`config.mk`:
```
export PLATFORM = sky130hd
export DESIGN_NAME = adder_arbiter_flat
export DESIGN_NICKNAME = d
export VERILOG_FILES = /design/src/rtl/adder_arb_pkg.sv /design/src/rtl/adder_arbiter_if.sv /design/src/rtl/rr_arbiter.sv /design/src/rtl/adder_arbiter.sv /design/src/flat_wrapper.sv
export SDC_FILE = /design/constraint.sdc
export NUM_CORES = 1
export LEC_CHECK = 0
export ABC_CLOCK_PERIOD_IN_PS = 3320
export BUFFER_PORTS_ARGS = -buffer_cell sky130_fd_sc_hd__buf_2
export CORE_ASPECT_RATIO = 0.5
export CORE_MARGIN = 4
export CORE_UTILIZATION = 41
export CTS_BUF_LIST = sky130_fd_sc_hd__clkbuf_4
export CTS_CLUSTER_DIAMETER = 150
export DETAILED_ROUTE_END_ITERATION = 12
export PLACE_DENSITY = 0.79
export SYNTH_ARGS = -nofsm -noshare
export SYNTH_HDL_FRONTEND = slang
export SYNTH_SLANG_ARGS = --single-unit
```
`constraint.sdc`:
```
create_clock -name clk -period 3.32 [get_ports clk]
set_input_delay 0.498 -clock clk [delete_from_list [all_inputs] [get_ports clk]]
set_output_delay 0.498 -clock clk [all_outputs]
set_load 0.02 [all_outputs]
```
`src/rtl/adder_arb_pkg.sv`:
```
// Shared parameters and helpers for the round-robin shared-adder block.
// Optional saturation is selected with ADDER_ARB_SAT_EN (see adder_arbiter.sv).
package adder_arb_pkg;

   localparam int unsigned DefWidth = 16;
   localparam int unsigned DefN     = 4;
   // Upper bound on requester count accepted by one_hot_to_idx.
   localparam int unsigned MaxN     = 32;

   function automatic int unsigned id_w(input int unsigned n);
      return (n < 2) ? 1 : $clog2(n);
   endfunction

   function automatic int unsigned one_hot_to_idx(input logic [MaxN-1:0] oh);
      int unsigned idx;
      idx = 0;
      for (int i = 0; i < int'(MaxN); i++) begin
         if (oh[i]) idx |= unsigned'(i);
      end
      return idx;
   endfunction

endpackage

```
`src/rtl/adder_arbiter_if.sv`:
```
// Requester and result handshake bundle for adder_arbiter.
// master = requesters/consumer side, slave = the arbiter.
interface adder_arbiter_if #(
   parameter int unsigned WIDTH = adder_arb_pkg::DefWidth,
   parameter int unsigned N     = adder_arb_pkg::DefN
);
   localparam int unsigned IdW = adder_arb_pkg::id_w(N);

   logic [N-1:0]       req_valid;
   logic [N-1:0]       req_ready;
   logic [N*WIDTH-1:0] req_a;
   logic [N*WIDTH-1:0] req_b;
   logic               resp_valid;
   logic               resp_ready;
   logic [WIDTH-1:0]   resp_data;
   logic               resp_carry;
   logic [IdW-1:0]     resp_id;
   logic [15:0]        op_count;

   modport master (
      output req_valid, req_a, req_b, resp_ready,
      input  req_ready, resp_valid, resp_data, resp_carry, resp_id, op_count
   );

   modport slave (
      input  req_valid, req_a, req_b, resp_ready,
      output req_ready, resp_valid, resp_data, resp_carry, resp_id, op_count
   );

endinterface

```
`src/rtl/rr_arbiter.sv`:
```
// Round-robin one-hot arbiter; the pointer moves past the winner only when advance=1.
module rr_arbiter
   import adder_arb_pkg::*;
#(
   parameter int unsigned N = DefN
) (
   input  logic         clk,
   input  logic         reset,
   input  logic [N-1:0] req,
   input  logic         advance,
   output logic [N-1:0] gnt
);

   localparam int unsigned IdW = id_w(N);

   logic [IdW-1:0] ptr_q, ptr_d;
   logic           found;
   int unsigned    gnt_idx;

   // Two passes: pointer..N-1 first, then the wrapped part 0..pointer-1.
   always_comb begin
      gnt   = '0;
      found = 1'b0;
      for (int i = 0; i < int'(N); i++) begin
         if (!found && req[i] && (i >= int'(ptr_q))) begin
            gnt[i] = 1'b1;
            found  = 1'b1;
         end
      end
      for (int i = 0; i < int'(N); i++) begin
         if (!found && req[i]) begin
            gnt[i] = 1'b1;
            found  = 1'b1;
         end
      end
   end

   always_comb begin
      gnt_idx = one_hot_to_idx(MaxN'(gnt));
      ptr_d   = ptr_q;
      if (advance) begin
         ptr_d = (gnt_idx >= N - 1) ? '0 : IdW'(gnt_idx + 1);
      end
   end

   always_ff @(posedge clk or posedge reset) begin
      if (reset) ptr_q <= '0;
      else       ptr_q <= ptr_d;
   end

endmodule

```
`src/rtl/adder_arbiter.sv`:
```
// Shares one registered adder among N requesters via round-robin arbitration.
// Define ADDER_ARB_SAT_EN to saturate the sum on carry-out (carry still reports raw).
module adder_arbiter
   import adder_arb_pkg::*;
#(
   parameter int unsigned WIDTH = DefWidth,
   parameter int unsigned N     = DefN
) (
   input logic            clk,
   input logic            reset,
   adder_arbiter_if.slave io
);

   localparam int unsigned ID_W = id_w(N);

   logic             can_accept;
   logic             accept;
   logic [N-1:0]     gnt;
   logic [WIDTH-1:0] a_arr [N];
   logic [WIDTH-1:0] b_arr [N];
   logic [WIDTH-1:0] a_sel, b_sel;
   logic [WIDTH:0]   sum;
   logic [WIDTH-1:0] sum_data;
   logic [ID_W-1:0]  win_id;

   logic             valid_q, valid_d;
   logic [WIDTH-1:0] data_q, data_d;
   logic             carry_q, carry_d;
   logic [ID_W-1:0]  id_q, id_d;
   logic [15:0]      count_q, count_d;

   rr_arbiter #(
      .N (N)
   ) u_rr_arbiter (
      .clk     (clk),
      .reset   (reset),
      .req     (io.req_valid),
      .advance (accept),
      .gnt     (gnt)
   );

   for (genvar g = 0; g < int'(N); g++) begin : g_unpack
      assign a_arr[g] = io.req_a[g*WIDTH +: WIDTH];
      assign b_arr[g] = io.req_b[g*WIDTH +: WIDTH];
   end

   assign can_accept   = !valid_q || io.resp_ready;
   assign io.req_ready = gnt & {N{can_accept}};
   // gnt only ever selects a valid requester, so any grant plus a free slot is an accept.
   assign accept       = (|gnt) && can_accept;

   always_comb begin
      a_sel = '0;
      b_sel = '0;
      for (int i = 0; i < int'(N); i++) begin
         if (gnt[i]) begin
            a_sel |= a_arr[i];
            b_sel |= b_arr[i];
         end
      end
   end

   assign sum    = {1'b0, a_sel} + {1'b0, b_sel};
   assign win_id = ID_W'(one_hot_to_idx(MaxN'(gnt)));

`ifdef ADDER_ARB_SAT_EN
   assign sum_data = sum[WIDTH] ? {WIDTH{1'b1}} : sum[WIDTH-1:0];
`else
   assign sum_data = sum[WIDTH-1:0];
`endif

   always_comb begin
      valid_d = valid_q;
      data_d  = data_q;
      carry_d = carry_q;
      id_d    = id_q;
      count_d = count_q;
      if (accept) begin
         valid_d = 1'b1;
         data_d  = sum_data;
         carry_d = sum[WIDTH];
         id_d    = win_id;
         count_d = count_q + 16'd1;
      end else if (io.resp_ready) begin
         valid_d = 1'b0;
      end
   end

   always_ff @(posedge clk or posedge reset) begin
      if (reset) begin
         valid_q <= 1'b0;
         data_q  <= '0;
         carry_q <= 1'b0;
         id_q    <= '0;
         count_q <= '0;
      end else begin
         valid_q <= valid_d;
         data_q  <= data_d;
         carry_q <= carry_d;
         id_q    <= id_d;
         count_q <= count_d;
      end
   end

   assign io.resp_valid = valid_q;
   assign io.resp_data  = data_q;
   assign io.resp_carry = carry_q;
   assign io.resp_id    = id_q;
   assign io.op_count   = count_q;

endmodule
```
`src/flat_wrapper.sv`:
```
// flat-port wrapper written by rule: the top's interface ports become plain ports
module adder_arbiter_flat import adder_arb_pkg::*;
#(
   parameter int unsigned WIDTH = DefWidth,
   parameter int unsigned N     = DefN
)
  (clk, reset, io_req_valid, io_req_a, io_req_b, io_resp_ready, io_req_ready, io_resp_valid, io_resp_data, io_resp_carry, io_resp_id, io_op_count);
  adder_arbiter_if #(.WIDTH(WIDTH), .N(N)) io_i ();
  input logic clk;
  input logic reset;
  input wire logic [$bits(io_i.req_valid)-1:0] io_req_valid;
  input wire logic [$bits(io_i.req_a)-1:0] io_req_a;
  input wire logic [$bits(io_i.req_b)-1:0] io_req_b;
  input wire logic [$bits(io_i.resp_ready)-1:0] io_resp_ready;
  output wire logic [$bits(io_i.req_ready)-1:0] io_req_ready;
  output wire logic [$bits(io_i.resp_valid)-1:0] io_resp_valid;
  output wire logic [$bits(io_i.resp_data)-1:0] io_resp_data;
  output wire logic [$bits(io_i.resp_carry)-1:0] io_resp_carry;
  output wire logic [$bits(io_i.resp_id)-1:0] io_resp_id;
  output wire logic [$bits(io_i.op_count)-1:0] io_op_count;
  assign io_i.req_valid = io_req_valid;
  assign io_i.req_a = io_req_a;
  assign io_i.req_b = io_req_b;
  assign io_i.resp_ready = io_resp_ready;
  assign io_req_ready = io_i.req_ready;
  assign io_resp_valid = io_i.resp_valid;
  assign io_resp_data = io_i.resp_data;
  assign io_resp_carry = io_i.resp_carry;
  assign io_resp_id = io_i.resp_id;
  assign io_op_count = io_i.op_count;
  adder_arbiter #(.WIDTH(WIDTH), .N(N)) u_core (.clk(clk), .reset(reset), .io(io_i));
endmodule
```
==> metrics.txt <==
DRC viols 0; Cells after Synth 356; Place WS -212 ps; CP max stage delay 460 ps; DP Wirelength 8.38 mm; Critical Path AT 3500 ps; fmax 305 MHz; skew final 8.71 ps; Critical Path Fanout Max 6; most frequent CP cell a21o_1; final max-slew violation count 0; VDD IR-drop max 0.000207 V; Hold WS 318 ps; non-filler cells, final 654; Post-DP Area 0.00422 mm²; Syn Nets 509; nets 715; commonest non-fill, non-tap cell in the layout buf_2; CTS root buffer clkbuf_4; Max-slew headroom 0.378; Distinct cells, synth 54; Comb pwr share 0.653; post-route setup slack 42.0 ps; final instance area 0.00441 mm²; commonest cells after routing, fill and taps aside buf_2 (174), nand2_1 (93), buf_4 (43); clock net sink count 38; first drt pass iteration count 9; outcome completed; Antenna Nets Post-Route 0; RSZ-0062 raised after global routing true; Seq cells post-synth 38; startpoint types flip-flop; diode count 0; die area 0.00894 mm²; CP Data Required Time 3540 ps; register area share after synthesis 0.313; Post-CTS Hold Buffers 0; num rows 21; Synthesis Warnings 0; Power Density 634 mW/mm²; Ports 175; fill count 622; WL final 10.4 mm; GRT overflow 0; Flop pwr share 0.264; core area 0.00694 mm²; HP Class in -> async; period utilization 0.987; vias per cell 5.39; pin count of the biggest net entering global routing 38; H-tree depth 2; clock-pin slew on the worst setup and hold paths 100 ps; slowest stage cell, crit path dfrtp_2; internal power 1.54 mW; share of cells above drive strength 1 0.448; Die Wd 130 µm; CTS Buf Count 5; vias in the first global route 3,245; Port Buffers 174; minimum clock period after layout 3280 ps; GRT Overall Usage 0.218; CTS tree done; DIE HEIGHT 68.9 µm; DR WL/cell 15.9 µm; Initial Util 0.438; Clock power frac 0.083; Mapped Avg Cell Area 8.54 µm²; vias post-DR 3,527; switching share of total power 0.450; Worst-Skew Late Latency 330 ps; initial antenna violation count 0; critical-path cell list nand2b_1 -> a21oi_1 -> o22ai_1 -> and2_4 -> buf_4 -> a222oi_1 -> nand2_1 -> ha_4 -> a21o_1 -> a21o_1 -> nor4_4 -> a211oi_2 -> or3_1 -> a31o_1; CP Class reg -> reg; worst slew pin tran 932 ps; Max Root-Sink Buffers 2; Total Power 2.80 mW; initial DRC count 395; total of max-cap violations 0; crit end category flip-flop; synthesis-to-finish area growth 45.1%; Pleak 2.38 nW; first-pass GRT wire length 15.4 mm; gpl congestion 0.950; Net Sw Power 1.26 mW; setup violators final 0; placed cells 642; Hold Vio Cnt, Final 0; synthesized area 0.00304 mm²
## worst paths after layout
kind                                                   start                            to  slack, ps  cells after the start
min in group clk                             io_req_valid[3]          u_core.io.resp_valid        450                      3
worst max register to register  u_core.u_rr_arbiter.ptr_q[0]       u_core.io.resp_data[14]         40                     14
worst min-delay path                                   reset        u_core.io.resp_data[4]        320                      2
max in group asynchronous                              reset  u_core.u_rr_arbiter.ptr_q[1]       2240                      3
worst max-delay path            u_core.u_rr_arbiter.ptr_q[0]       u_core.io.resp_data[14]         40                     14
worst min register to register        u_core.io.op_count[15]        u_core.io.op_count[15]        470                      1
## critical path, delay by kind of cell, from the launching register on
| kind | cells | cell delay, ps |
|---|---|---|
| adder cells (fa/ha/maj) | 1 | 260 |
| flip-flops | 1 | 460 |
| AND/OR/NAND/NOR | 5 | 1150 |
| buffers and inverters | 1 | 170 |
| AO/OA/AOI/OAI | 7 | 1150 |
## power by group through the flow
| stage | combinational, mW | sequential (mW) | clock [mW] |
|---|---|---|---|
| floorplan | 0.900 | 0.898 | 0 |
| global placement | 1.66 | 0.740 | 0 |
| detailed placement | 1.70 | 0.744 | 0 |
| CTS | 1.72 | 0.738 | 0.239 |
| global route | 1.97 | 0.763 | 0.261 |
| finish | 1.83 | 0.739 | 0.232 |
## repair_timing
| action | in CTS | in global routing |
|---|---|---|
| gates cloned | 0 | 1 |
| endpoints found under the hold margin | 0 | 0 |
| pin swaps | 0 | 23 |
| gates resized for setup | 5 | 15 |
| buffers inserted | 0 | 5 |
| endpoints found under the setup margin | 5 | 10 |
## stage by stage
step,TNS (ps),utilization
finish,0,0.636
global route,-65.4,0.636
CTS,-0.562,0.620
detailed placement,-1020,0.609
global placement,-293,0.609
floorplan,0,-
## state kept, by name, summed over array words and instances (netlist names)
signal,cells
u_core.io.resp_data,16
u_core.io.op_count,16
u_core.io.resp_carry,1
u_core.u_rr_arbiter.ptr_q,2
u_core.io.resp_valid,1
u_core.io.resp_id,2
## cell usage after synthesis (all sizes together)
master,number,share of area
nand2,93,0.11
dfrtp,38,0.31
a222oi,30,0.099
o21ai,21,0.035
xnor2,18,0.052
buf,17,0.045
ha,17,0.070
a21oi,11,0.018
a21o,10,0.025
nor2,10,0.012
and2,9,0.020
xor2,9,0.026
inv,8,0.0099
nand3,7,0.012
and3,5,0.011
clkbuf,5,0.0066
a31oi,3,0.0062
and4,3,0.0095
nor3,3,0.0049
o21a,3,0.0074
o21bai,3,0.0074
a211o,2,0.0058
a211oi,2,0.0049
a221oi,2,0.0078
a22o,2,0.0058
a311oi,2,0.0058
nand2b,2,0.0041
nor2b,2,0.0049
nor4,2,0.011
o2111ai,2,0.0058
o22ai,2,0.0041
o31ai,2,0.0049
or3,2,0.0041
a21boi,1,0.0025
a221o,1,0.0033
a31o,1,0.0029
and2b,1,0.0025
fa,1,0.0066
nand4,1,0.0021
o211a,1,0.0033
o211ai,1,0.0025
o22a,1,0.0029
## cell families (layout without fill, tap and decap cells)
logic type	after synthesis	in the layout	synth area share
compound gates	103	103	0.259
xor+xnor	27	27	0.0777
fa+ha+maj	18	18	0.0765
buf+inv	30	236	0.0617
flops	38	38	0.313
simple gates	140	140	0.212
## per-layer routing
layer / up-vias / wire length (µm) / part of all wire / global-route usage
li1: 1733 / - / - / -
met1: 1621 / 4650 / 0.45 / 0.308
met2: 154 / 4770 / 0.46 / 0.352
met3: 19 / 804 / 0.077 / 0.0323
met4: 0 / 174 / 0.017 / 0.0609
met5: - / 0 / 0 / 0
## layout make-up
class,instances,area (µm²),share of cell area
multi-input combinational,288,1990,0.452
timing repair buffer,221,1270,0.288
sequential,38,953,0.216
tap,92,115,0.0261
clock buffer,7,52.6,0.0119
inverter,8,30.0,0.00680
No activity file was read; power rests on OpenSTA's default activity.
